--- src/rtl/rv_decode_queue.sv ---
// RV32 instruction decoder feeding a DEPTH-entry record FIFO with valid/ready
// handshakes on both sides and a saturating count of illegal encodings.
module rv_decode_queue #(
  parameter int XLEN  = 32,
  parameter int DEPTH = 4,
  parameter int TAG_W = 8
) (
  input  logic                       clk,
  input  logic                       rst,
  input  logic                       in_valid,
  output logic                       in_ready,
  input  logic [31:0]                in_instr,
  input  logic [TAG_W-1:0]           in_tag,
  output logic                       out_valid,
  input  logic                       out_ready,
  output logic [2:0]                 out_fmt,
  output logic [6:0]                 out_opcode,
  output logic [4:0]                 out_rd,
  output logic [4:0]                 out_rs1,
  output logic [4:0]                 out_rs2,
  output logic [2:0]                 out_func3,
  output logic [6:0]                 out_func7,
  output logic [XLEN-1:0]            out_imm,
  output logic [TAG_W-1:0]           out_tag,
  output logic [$clog2(DEPTH+1)-1:0] count,
  output logic [15:0]                illegal_cnt
);

  localparam int PW = $clog2(DEPTH);
  localparam int CW = $clog2(DEPTH + 1);

  localparam logic [2:0] FMT_R   = 3'd0;
  localparam logic [2:0] FMT_I   = 3'd1;
  localparam logic [2:0] FMT_S   = 3'd2;
  localparam logic [2:0] FMT_B   = 3'd3;
  localparam logic [2:0] FMT_U   = 3'd4;
  localparam logic [2:0] FMT_J   = 3'd5;
  localparam logic [2:0] FMT_ILL = 3'd7;

  logic [2:0]         d_fmt;
  logic signed [31:0] d_imm32;
  logic [XLEN-1:0]    d_imm;

  always_comb begin
    d_fmt   = FMT_ILL;
    d_imm32 = '0;
    if (in_instr[1:0] == 2'b11) begin
      unique case (in_instr[6:0])
        7'b0110011:                                     d_fmt = FMT_R;
        7'b0010011, 7'b0000011, 7'b1100111, 7'b1110011: d_fmt = FMT_I;
        7'b0100011:                                     d_fmt = FMT_S;
        7'b1100011:                                     d_fmt = FMT_B;
        7'b0110111, 7'b0010111:                         d_fmt = FMT_U;
        7'b1101111:                                     d_fmt = FMT_J;
        default:                                        d_fmt = FMT_ILL;
      endcase
    end
    case (d_fmt)
      FMT_I: d_imm32 = {{20{in_instr[31]}}, in_instr[31:20]};
      FMT_S: d_imm32 = {{20{in_instr[31]}}, in_instr[31:25], in_instr[11:7]};
      FMT_B: d_imm32 = {{20{in_instr[31]}}, in_instr[7], in_instr[30:25],
                        in_instr[11:8], 1'b0};
      FMT_U: d_imm32 = {in_instr[31:12], 12'h000};
      FMT_J: d_imm32 = {{12{in_instr[31]}}, in_instr[19:12], in_instr[20],
                        in_instr[30:21], 1'b0};
      default: d_imm32 = '0;
    endcase
    // Signed size cast carries the sign bit up to XLEN for both 32 and 64.
    d_imm = XLEN'(d_imm32);
  end

  logic [2:0]       mem_fmt   [DEPTH];
  logic [31:0]      mem_instr [DEPTH];
  logic [XLEN-1:0]  mem_imm   [DEPTH];
  logic [TAG_W-1:0] mem_tag   [DEPTH];

  logic [PW-1:0] wr_ptr, rd_ptr;
  logic [CW-1:0] cnt_q;
  logic [15:0]   illegal_q;
  logic          push, pop;
  logic [31:0]   head;

  assign in_ready    = (cnt_q != CW'(DEPTH));
  assign out_valid   = (cnt_q != '0);
  assign push        = in_valid && in_ready;
  assign pop         = out_valid && out_ready;
  assign count       = cnt_q;
  assign illegal_cnt = illegal_q;

  // Payload storage needs no reset: reads are masked while the queue is empty.
  always_ff @(posedge clk) begin
    if (push) begin
      mem_fmt[wr_ptr]   <= d_fmt;
      mem_instr[wr_ptr] <= in_instr;
      mem_imm[wr_ptr]   <= d_imm;
      mem_tag[wr_ptr]   <= in_tag;
    end
  end

  always_ff @(posedge clk or posedge rst) begin
    if (rst) begin
      wr_ptr    <= '0;
      rd_ptr    <= '0;
      cnt_q     <= '0;
      illegal_q <= '0;
    end else begin
      if (push) wr_ptr <= wr_ptr + 1'b1;
      if (pop)  rd_ptr <= rd_ptr + 1'b1;
      case ({push, pop})
        2'b10:   cnt_q <= cnt_q + 1'b1;
        2'b01:   cnt_q <= cnt_q - 1'b1;
        default: cnt_q <= cnt_q;
      endcase
      if (push && d_fmt == FMT_ILL && illegal_q != 16'hFFFF)
        illegal_q <= illegal_q + 16'd1;
    end
  end

  assign head       = out_valid ? mem_instr[rd_ptr] : '0;
  assign out_fmt    = out_valid ? mem_fmt[rd_ptr] : '0;
  assign out_imm    = out_valid ? mem_imm[rd_ptr] : '0;
  assign out_tag    = out_valid ? mem_tag[rd_ptr] : '0;
  assign out_opcode = head[6:0];
  assign out_rd     = head[11:7];
  assign out_func3  = head[14:12];
  assign out_rs1    = head[19:15];
  assign out_rs2    = head[24:20];
  assign out_func7  = head[31:25];

endmodule

--- config.mk ---
export PLATFORM = sky130hd
export DESIGN_NAME = rv_decode_queue
export DESIGN_NICKNAME = d
export VERILOG_FILES = /design/src/rtl/rv_decode_queue.sv
export SDC_FILE = /design/constraint.sdc
export NUM_CORES = 1
export LEC_CHECK = 0
export CAP_MARGIN = 20
export CORE_UTILIZATION = 51
export CTS_BUF_LIST = sky130_fd_sc_hd__clkbuf_4 sky130_fd_sc_hd__clkbuf_8 sky130_fd_sc_hd__clkbuf_16
export DETAILED_ROUTE_END_ITERATION = 7
export PLACE_DENSITY_LB_ADDON = 0.3
export REMOVE_ABC_BUFFERS = 1
export SYNTH_ARGS = -nofsm -noshare
export SYNTH_HDL_FRONTEND = slang
export SYNTH_SLANG_ARGS = --single-unit
export TNS_END_PERCENT = 20
--- constraint.sdc ---
create_clock -name clk -period 2.95 [get_ports clk]
set_clock_uncertainty 0.05 [all_clocks]
set_input_delay 0.7375 -clock clk [delete_from_list [all_inputs] [get_ports clk]]
set_output_delay 0.7375 -clock clk [all_outputs]
set_load 0.03 [all_outputs]
==> results of run 1 <==
-- per-layer routing --
layer / part of all wire / vias up / GRT usage
li1: - / 3034 / -
met4: 0.022 / 2 / 0.06346
met3: 0.060 / 44 / 0.04469
met5: 0.00049 / - / 0
met1: 0.42 / 3537 / 0.2741
met2: 0.50 / 245 / 0.3521
-- flip-flops by register name, indices dropped and copies added, names as in the netlist --
register,cells
mem_imm,128
mem_fmt,12
wr_ptr,2
mem_instr,128
mem_tag,32
count,3
illegal_cnt,16
rd_ptr,2
-- cells in the mapped netlist (4+ instances only) --
library cell | instances | area, um^2
edfxtp_1 | 300 | 9009
and2_1 | 84 | 525.5
mux4_2 | 75 | 1689
dfrtp_1 | 23 | 575.6
a21o_1 | 19 | 142.6
clkbuf_1 | 18 | 67.56
xnor2_1 | 18 | 157.7
nand2_1 | 15 | 56.30
and3_1 | 12 | 75.07
nand3_1 | 11 | 55.05
nor2_1 | 11 | 41.29
buf_2 | 10 | 50.05
nand4_1 | 8 | 50.05
inv_1 | 7 | 26.28
ha_1 | 6 | 75.07
a21oi_1 | 5 | 25.02
a22o_1 | 4 | 35.03
buf_1 | 4 | 15.01
o21ai_0 | 4 | 20.02
-- cell type report --
| cell class | count | area share |
|---|---|---|
| flip-flops and latches | 323 | 0.5863 |
| inverters | 8 | 0.001836 |
| multi-input cells | 310 | 0.2033 |
| clock inverters | 18 | 0.008489 |
| repair buffers | 175 | 0.1176 |
| clock buffers | 43 | 0.05721 |
| well taps | 330 | 0.02524 |
-- report_power, final --
group	switching, mW	internal [mW]	leakage (nW)
logic	3.98	3.21	2.16
clock network	1.63	2.43	0.542
registers	0.307	5.95	3.13
-- worst max path at each step --
stage                      from              to  slack, ps  cells past startpoint
floorplan             rd_ptr[0]      out_fmt[0]      -1760                      2
global placement    in_instr[6]  mem_imm[2][27]        -80                      6
detailed placement  in_instr[4]  mem_imm[0][18]        -10                      7
CTS                   rd_ptr[0]   out_opcode[5]       -120                      4
global route          rd_ptr[0]     out_imm[20]       -140                      4
finish                rd_ptr[0]     out_imm[21]        -70                      4
-- worst register-to-register path: cells and delay by family, from the launching register on --
kind	cells	cell delay, ps
XOR/XNOR	2	320
buffers and inverters	2	170
flip-flops	1	430
adder cells (fa/ha/maj)	2	560
AND/OR/NAND/NOR	3	840
-- cell families after synthesis --
logic type | Yosys count
compound gates | 42
buf+inv | 42
xor+xnor | 21
simple gates | 162
fa+ha+maj | 7
mux | 78
flops | 323
-- per-stage QoR --
step / power [mW] / util / setup TNS [ps]
after detailed placement: 13.57 / 0.6016 / -59.33
final: 17.50 / 0.6515 / -1234
after global routing: 18.29 / 0.6515 / -5785
after CTS: 17.49 / 0.6476 / -2788
after floorplan: 10.83 / - / -235320
after global placement: 13.47 / 0.6011 / -3326
-- timing repair --
item / 4_1_cts / 5_1_grt
buffers inserted: 0 / 0
pin swaps: 0 / 1
gates cloned: 0 / 1
resized for setup: 177 / 21
endpoints found under the setup margin: 72 / 72
==> flow_summary.rst, run 1 <==
.. list-table::
   :header-rows: 1

   * - Metric
     - Value
   * - Status
     - finished with violations
   * - Violations in the final reports
     - setup timing
   * - Drt total wl
     - 26530 um
   * - Leading cell types in the layout, fill and taps excluded
     - edfxtp_1, mux4_2, and2_1, clkdlybuf4s50_1, clkdlybuf4s15_2
   * - Largest stage delay on the critical path
     - 550 ps
   * - Fillcell total
     - 1718
   * - Least-Margin Pin Slew
     - 800.8 ps
   * - Required arrival time at the worst endpoint
     - 2160 ps
   * - Main combinational cell family by area after synthesis
     - multiplexers
   * - Number of antenna-violating nets in the routed design
     - 0
   * - Hold-critical path depth
     - 1
   * - Worst reg-to-reg path cell count
     - 9
   * - Clock tree from TritonCTS
     - built
   * - Setup Crit Path Kind
     - register to output port
   * - Adder-cell share of the synthesized area
     - 0.007292
   * - Leakage
     - 5.830 nW
   * - Number of synthesized flops with an enable pin
     - 300
   * - Element type at the critical path end
     - output port
   * - Crit Path Max Fanout
     - 18
   * - Port bufs
     - 139
   * - Unrepaired setup endpoints after global routing
     - yes
   * - Slew margin rel.
     - 0.4642
   * - Die X-Extent
     - 161.9 um
   * - DRC viols
     - 0
   * - Mean routed wirelength per cell
     - 21.98 um
   * - Fin crit share
     - 1.022
   * - Fraction of synthesized area in multiplexers
     - 0.1320
   * - Slowest stage cell, crit path
     - mux4_2
   * - Fin crit period
     - 3015 ps
   * - Clock sinks
     - 323
   * - Yosys warnings
     - 0
   * - Arr. time, crit path
     - 2230 ps
   * - Number of top-level design ports
     - 140
   * - Number of detailed-route iterations in the first pass
     - 7
   * - Number of flip-flops and latches in the synthesized netlist
     - 323
   * - Finish-stage setup viols
     - 47
   * - Initial antenna violation count
     - 1
   * - Startpoint of the most critical register-to-register path
     - count[0]
   * - Wire length of the first global-routing pass
     - 41220 um
   * - Clock network latency to the later pin of the worst-skew pair
     - 500 ps
   * - Timing-limited maximum frequency
     - 331.6 MHz
   * - Register area
     - 9592 um^2
   * - Effective utilization at floorplan
     - 0.5194
   * - Maximum buffer depth of the clock tree
     - 3
   * - Simple-gate area share of the yosys netlist
     - 0.07359
   * - Post-synthesis area per instance
     - 19.32 um^2
   * - Total global routing track utilization
     - 0.2090
   * - Count of cell types in the netlist
     - 50
   * - Largest vdd supply drop
     - 678.4 uV
   * - Sequential-to-total area share from yosys stat
     - 0.7349
   * - Crit path buf inv count
     - 2
   * - Number of vias in the routed layout
     - 6862
   * - NumNets Final
     - 903
   * - Kind of launch point of the worst setup path
     - register
   * - Overall die area
     - 26210 um^2
   * - Area of combinational cells with multiple inputs
     - 3326 um^2
   * - Count of non-filler cells in the finished layout
     - 1207
   * - Most common flop cell mapped by yosys
     - edfxtp_1
   * - Post-CTS clock slew at the launch and capture registers of the worst setup and hold paths
     - 50 ps
   * - Area fraction in compound gates after synthesis
     - 0.02418
   * - Endpoint of the worst hold-timing path
     - illegal_cnt[15]
   * - Number of global-route vias before repair
     - 7483
   * - Cell-by-cell listing of the critical path
     - buf_12 -> mux4_2 -> and2_1 -> clkdlybuf4s15_2
   * - Post-Syn Instances
     - 675
   * - Place WS
     - -14.90 ps
   * - Hold-fix buffers at CTS
     - 0
   * - Worst hold-check slack
     - 478.5 ps
   * - Post-synthesis instance area
     - 13040 um^2
   * - Worst flop-to-flop path endpoint
     - count[2]
   * - Number of H-tree levels
     - 2
   * - Fraction of final layout cells with drive strength greater than 1
     - 0.2942
   * - Clock Root Buffer
     - clkbuf_16
   * - Violation count after the first detailed-route iteration
     - 502
   * - Commonest non-fill, non-tap cell in the layout
     - edfxtp_1
   * - Count of standard-cell rows
     - 58
   * - Worst min-delay path startpoint
     - illegal_cnt[15]
   * - Final Worst Setup Slack
     - -65.45 ps
   * - TritonCTS buffer count
     - 34
   * - Final count of hold timing violations
     - 0
   * - Post-DP HPWL
     - 15420 um
   * - Cell count after placement
     - 1145
   * - Maximum number of pins on one net before global-route repair
     - 78
   * - Die outline height
     - 161.9 um
   * - Vias per cell
     - 5.685
   * - Placed Instance Area
     - 15100 um^2
   * - Family of cells with the greatest summed delay on the critical path
     - multiplexers
   * - Max-capacitance violation count
     - 0
   * - Final Instance Area
     - 16360 um^2
   * - R2R setup slack
     - 500 ps
   * - Async set or reset register ratio after synthesis
     - 0.07121
   * - Number of inserted diodes
     - 0
   * - Hold/Removal Path Class
     - register to register
   * - Power Dens Cells
     - 1069 nW/um^2
   * - Gr ovfl total
     - 0
   * - Final slew viol count
     - 0
   * - Layout area overhead
     - 25.44%
   * - Core area
     - 25110 um^2
   * - Post-synthesis xor/xnor area fraction
     - 0.01410
   * - Routability-driven placement congestion ratio
     - 0.8880
(Power assumes the default switching activity.)
==> inputs of run 2 (changes only) <==
- REMOVE_ABC_BUFFERS: 1 -> unset
==> run 2 against run 1 <==
Net effect:
- the flow still finishes with violations (setup timing)
- core utilization up 1.2 points
- via count grew 1.5%
- combinational power is 14% higher
- clock power up 2%
- fmax fell by 1.7%
- hold slack lost 12 ps
- cell count up 1.1%
- critical path depth up 3
- count of clock-buffer cells in the layout did not move
==> flow_summary.rst, run 2 (synthesis results as in run 1) <==
.. list-table::
   :header-rows: 1

   * - Metric
     - Value
   * - Routability-driven placement congestion ratio
     - 0.8665 (-2.4%)
   * - Fillcell total
     - 1681 (-2.2%)
   * - Kind of launch point of the worst setup path
     - register
   * - Gr ovfl total
     - 0 (unchanged)
   * - Finish-stage setup viols
     - 43 (-8.5%)
   * - Arr. time, crit path
     - 2280 ps (+50 ps)
   * - Final Instance Area
     - 16660 um^2 (+1.8%)
   * - Largest stage delay on the critical path
     - 510 ps (-40 ps)
   * - Worst hold-check slack
     - 466.9 ps (-11.60 ps)
   * - Die X-Extent
     - 161.9 um (unchanged)
   * - Crit Path Max Fanout
     - 6 (-12)
   * - Wire length of the first global-routing pass
     - 43040 um (+4.4%)
   * - Post-DP HPWL
     - 16660 um (+8.1%)
   * - Element type at the critical path end
     - output port
   * - Slew margin rel.
     - 0.3731 (-0.09106)
   * - Endpoint of the worst hold-timing path
     - illegal_cnt[15]
   * - Worst reg-to-reg path cell count
     - 9 (unchanged)
   * - Count of non-filler cells in the finished layout
     - 1220 (+1.1%)
   * - Die outline height
     - 161.9 um (unchanged)
   * - Clock Root Buffer
     - clkbuf_16
   * - Maximum number of pins on one net before global-route repair
     - 69 (-12%)
   * - Worst flop-to-flop path endpoint
     - count[2]
   * - Unrepaired setup endpoints after global routing
     - yes
   * - Count of standard-cell rows
     - 58 (unchanged)
   * - Violation count after the first detailed-route iteration
     - 459 (-8.6%)
   * - Violations in the final reports
     - setup timing
   * - Leakage
     - 6.068 nW (+4.1%)
   * - Core utilization of the finished layout
     - 0.6635 (+0.01196)
   * - Place WS
     - -178.2 ps (-163.3 ps)
   * - Commonest non-fill, non-tap cell in the layout
     - edfxtp_1
   * - Clock tree from TritonCTS
     - built
   * - Drt total wl
     - 27590 um (+4.0%)
   * - Slowest stage cell, crit path
     - dfrtp_4
   * - Setup Crit Path Kind
     - register to output port
   * - Cell-by-cell listing of the critical path
     - buf_12 -> buf_12 -> buf_16 -> buf_6 -> mux4_2 -> and2_4 -> buf_6
   * - R2R setup slack
     - 400 ps (-100 ps)
   * - Fin crit share
     - 1.040 (+0.01769)
   * - Hold/Removal Path Class
     - register to register
   * - Initial antenna violation count
     - 0 (-1)
   * - Post-CTS clock slew at the launch and capture registers of the worst setup and hold paths
     - 60 ps (about the same)
   * - Number of antenna-violating nets in the routed design
     - 0 (unchanged)
   * - Least-Margin Pin Slew
     - 936.9 ps (+136.1 ps)
   * - Overall die area
     - 26210 um^2 (unchanged)
   * - Clock network latency to the later pin of the worst-skew pair
     - 500 ps (about the same)
   * - Number of inserted diodes
     - 0 (unchanged)
   * - Core area
     - 25110 um^2 (unchanged)
   * - Timing-limited maximum frequency
     - 326.0 MHz (-1.7%)
   * - Final count of hold timing violations
     - 0 (unchanged)
   * - Leading cell types in the layout, fill and taps excluded
     - edfxtp_1, mux4_2, clkdlybuf4s50_1, and2_1, buf_6
   * - Number of detailed-route iterations in the first pass
     - 4 (-3)
   * - TritonCTS buffer count
     - 34 (unchanged)
   * - Placed Instance Area
     - 15110 um^2 (about the same)
   * - Number of global-route vias before repair
     - 7398 (-1.1%)
   * - Hold-fix buffers at CTS
     - 0 (unchanged)
   * - Family of cells with the greatest summed delay on the critical path
     - buffers and inverters
   * - Largest registers in the final layout
     - mem_imm (128), mem_instr (128), mem_tag (32)
   * - Worst min-delay path startpoint
     - illegal_cnt[15]
   * - Startpoint of the most critical register-to-register path
     - count[1]
   * - Mean routed wirelength per cell
     - 22.62 um (+2.9%)
   * - Post-Synthesis Net Count
     - 726
   * - Number of top-level design ports
     - 140 (unchanged)
   * - NumNets Final
     - 918 (+1.7%)
   * - Max-capacitance violation count
     - 0 (unchanged)
   * - Number of H-tree levels
     - 2 (unchanged)
   * - Crit path buf inv count
     - 5 (+3)
   * - Clock sinks
     - 323 (unchanged)
   * - Required arrival time at the worst endpoint
     - 2160 ps (about the same)
   * - Power Dens Cells
     - 1114 nW/um^2 (+4.2%)
   * - Final slew viol count
     - 0 (unchanged)
   * - Total Power Consumption
     - 18.57 mW (+6.1%)
   * - Effective utilization at floorplan
     - 0.5194 (unchanged)
   * - Fin crit period
     - 3068 ps (+52.18 ps)
   * - Fraction of final layout cells with drive strength greater than 1
     - 0.3461 (+0.05188)
   * - Final Worst Setup Slack
     - -117.6 ps (-52.18 ps)
   * - Maximum buffer depth of the clock tree
     - 3 (unchanged)
   * - DRC viols
     - 0 (unchanged)
   * - Number of vias in the routed layout
     - 6962 (+1.5%)
   * - Total global routing track utilization
     - 0.2195 (+0.01059)
   * - Port bufs
     - 139 (unchanged)
   * - Status
     - finished with violations
   * - Accumulated negative setup slack
     - -1710 ps (-475.8 ps)
   * - Layout area overhead
     - 27.75%
   * - Cell count after placement
     - 1145 (unchanged)
   * - Vias per cell
     - 5.707 (+0.38%)
   * - Hold-critical path depth
     - 1 (unchanged)
   * - Largest vdd supply drop
     - 918.0 uV (+35%)
run 2: changes by cell type in the layout (fill, tap and decap cells not counted), moves of 2 or more:
cell,previous run,this run
and2_4,11,39
buf_2,0,9
buf_4,23,27
clkdlybuf4s15_2,54,17
buf_12,12,23
and2_1,74,46
buf_6,12,41
dlygate4sd2_1,8,1
clkbuf_2,0,5
clkinv_1,6,4
buf_16,1,4
run 2: worst max-delay path by stage:
stage                 from              to  slack (ps)  depth (start not counted)
2_1_floorplan    rd_ptr[0]     out_imm[10]         350                          5
3_3_place_gp   in_instr[4]  mem_imm[0][25]        -140                          6
3_5_place_dp   in_instr[4]  mem_imm[0][25]        -180                          6
4_1_cts          rd_ptr[0]      out_imm[0]        -130                          7
5_1_grt          rd_ptr[0]      out_imm[0]        -190                          7
6_report         rd_ptr[0]      out_imm[0]        -120                          7
run 2: where the power goes:
| group | switching [mW] | internal, mW | total (mW) |
|---|---|---|---|
| clock | 1.64 | 2.51 | 4.15 |
| sequential | 0.285 | 5.94 | 6.22 |
| combinational | 4.29 | 3.90 | 8.19 |
run 2: repair_timing:
item                                    4_1_cts  5_1_grt
resized for setup                           250       31
cloned                                        4        0
setup buffers                                10        2
endpoints found under the setup margin       57       71
run 2: per-layer routing:
metal / part of all wire / up-vias / track usage / routed length, um
li1: - / 3055 / - / -
met3: 0.065 / 48 / 0.04086 / 1792
met1: 0.41 / 3589 / 0.2984 / 11260
met4: 0.021 / 0 / 0.06818 / 583
met5: 0 / - / 0 / 0
met2: 0.51 / 270 / 0.3629 / 13950
run 2: worst reg2reg max path: cells and delay by family (launching register included):
kind | cells | cell delay, ps
adder cells (fa/ha/maj) | 2 | 600
buffers and inverters | 2 | 190
AND/OR/NAND/NOR | 3 | 890
flip-flops | 1 | 410
XOR/XNOR | 2 | 330
run 2: area by class of cell:
cell class                      count  area (um^2)  share of cell area
Multi-Input combinational cell    310         3396              0.2038
Inverter                            8        30.03            0.001802
Tap cell                          330        412.9             0.02478
Clock inverter                     16        157.7            0.009463
Sequential cell                   323         9592              0.5757
Timing Repair Buffer              190         2136              0.1282
Clock buffer                       43        935.9             0.05618
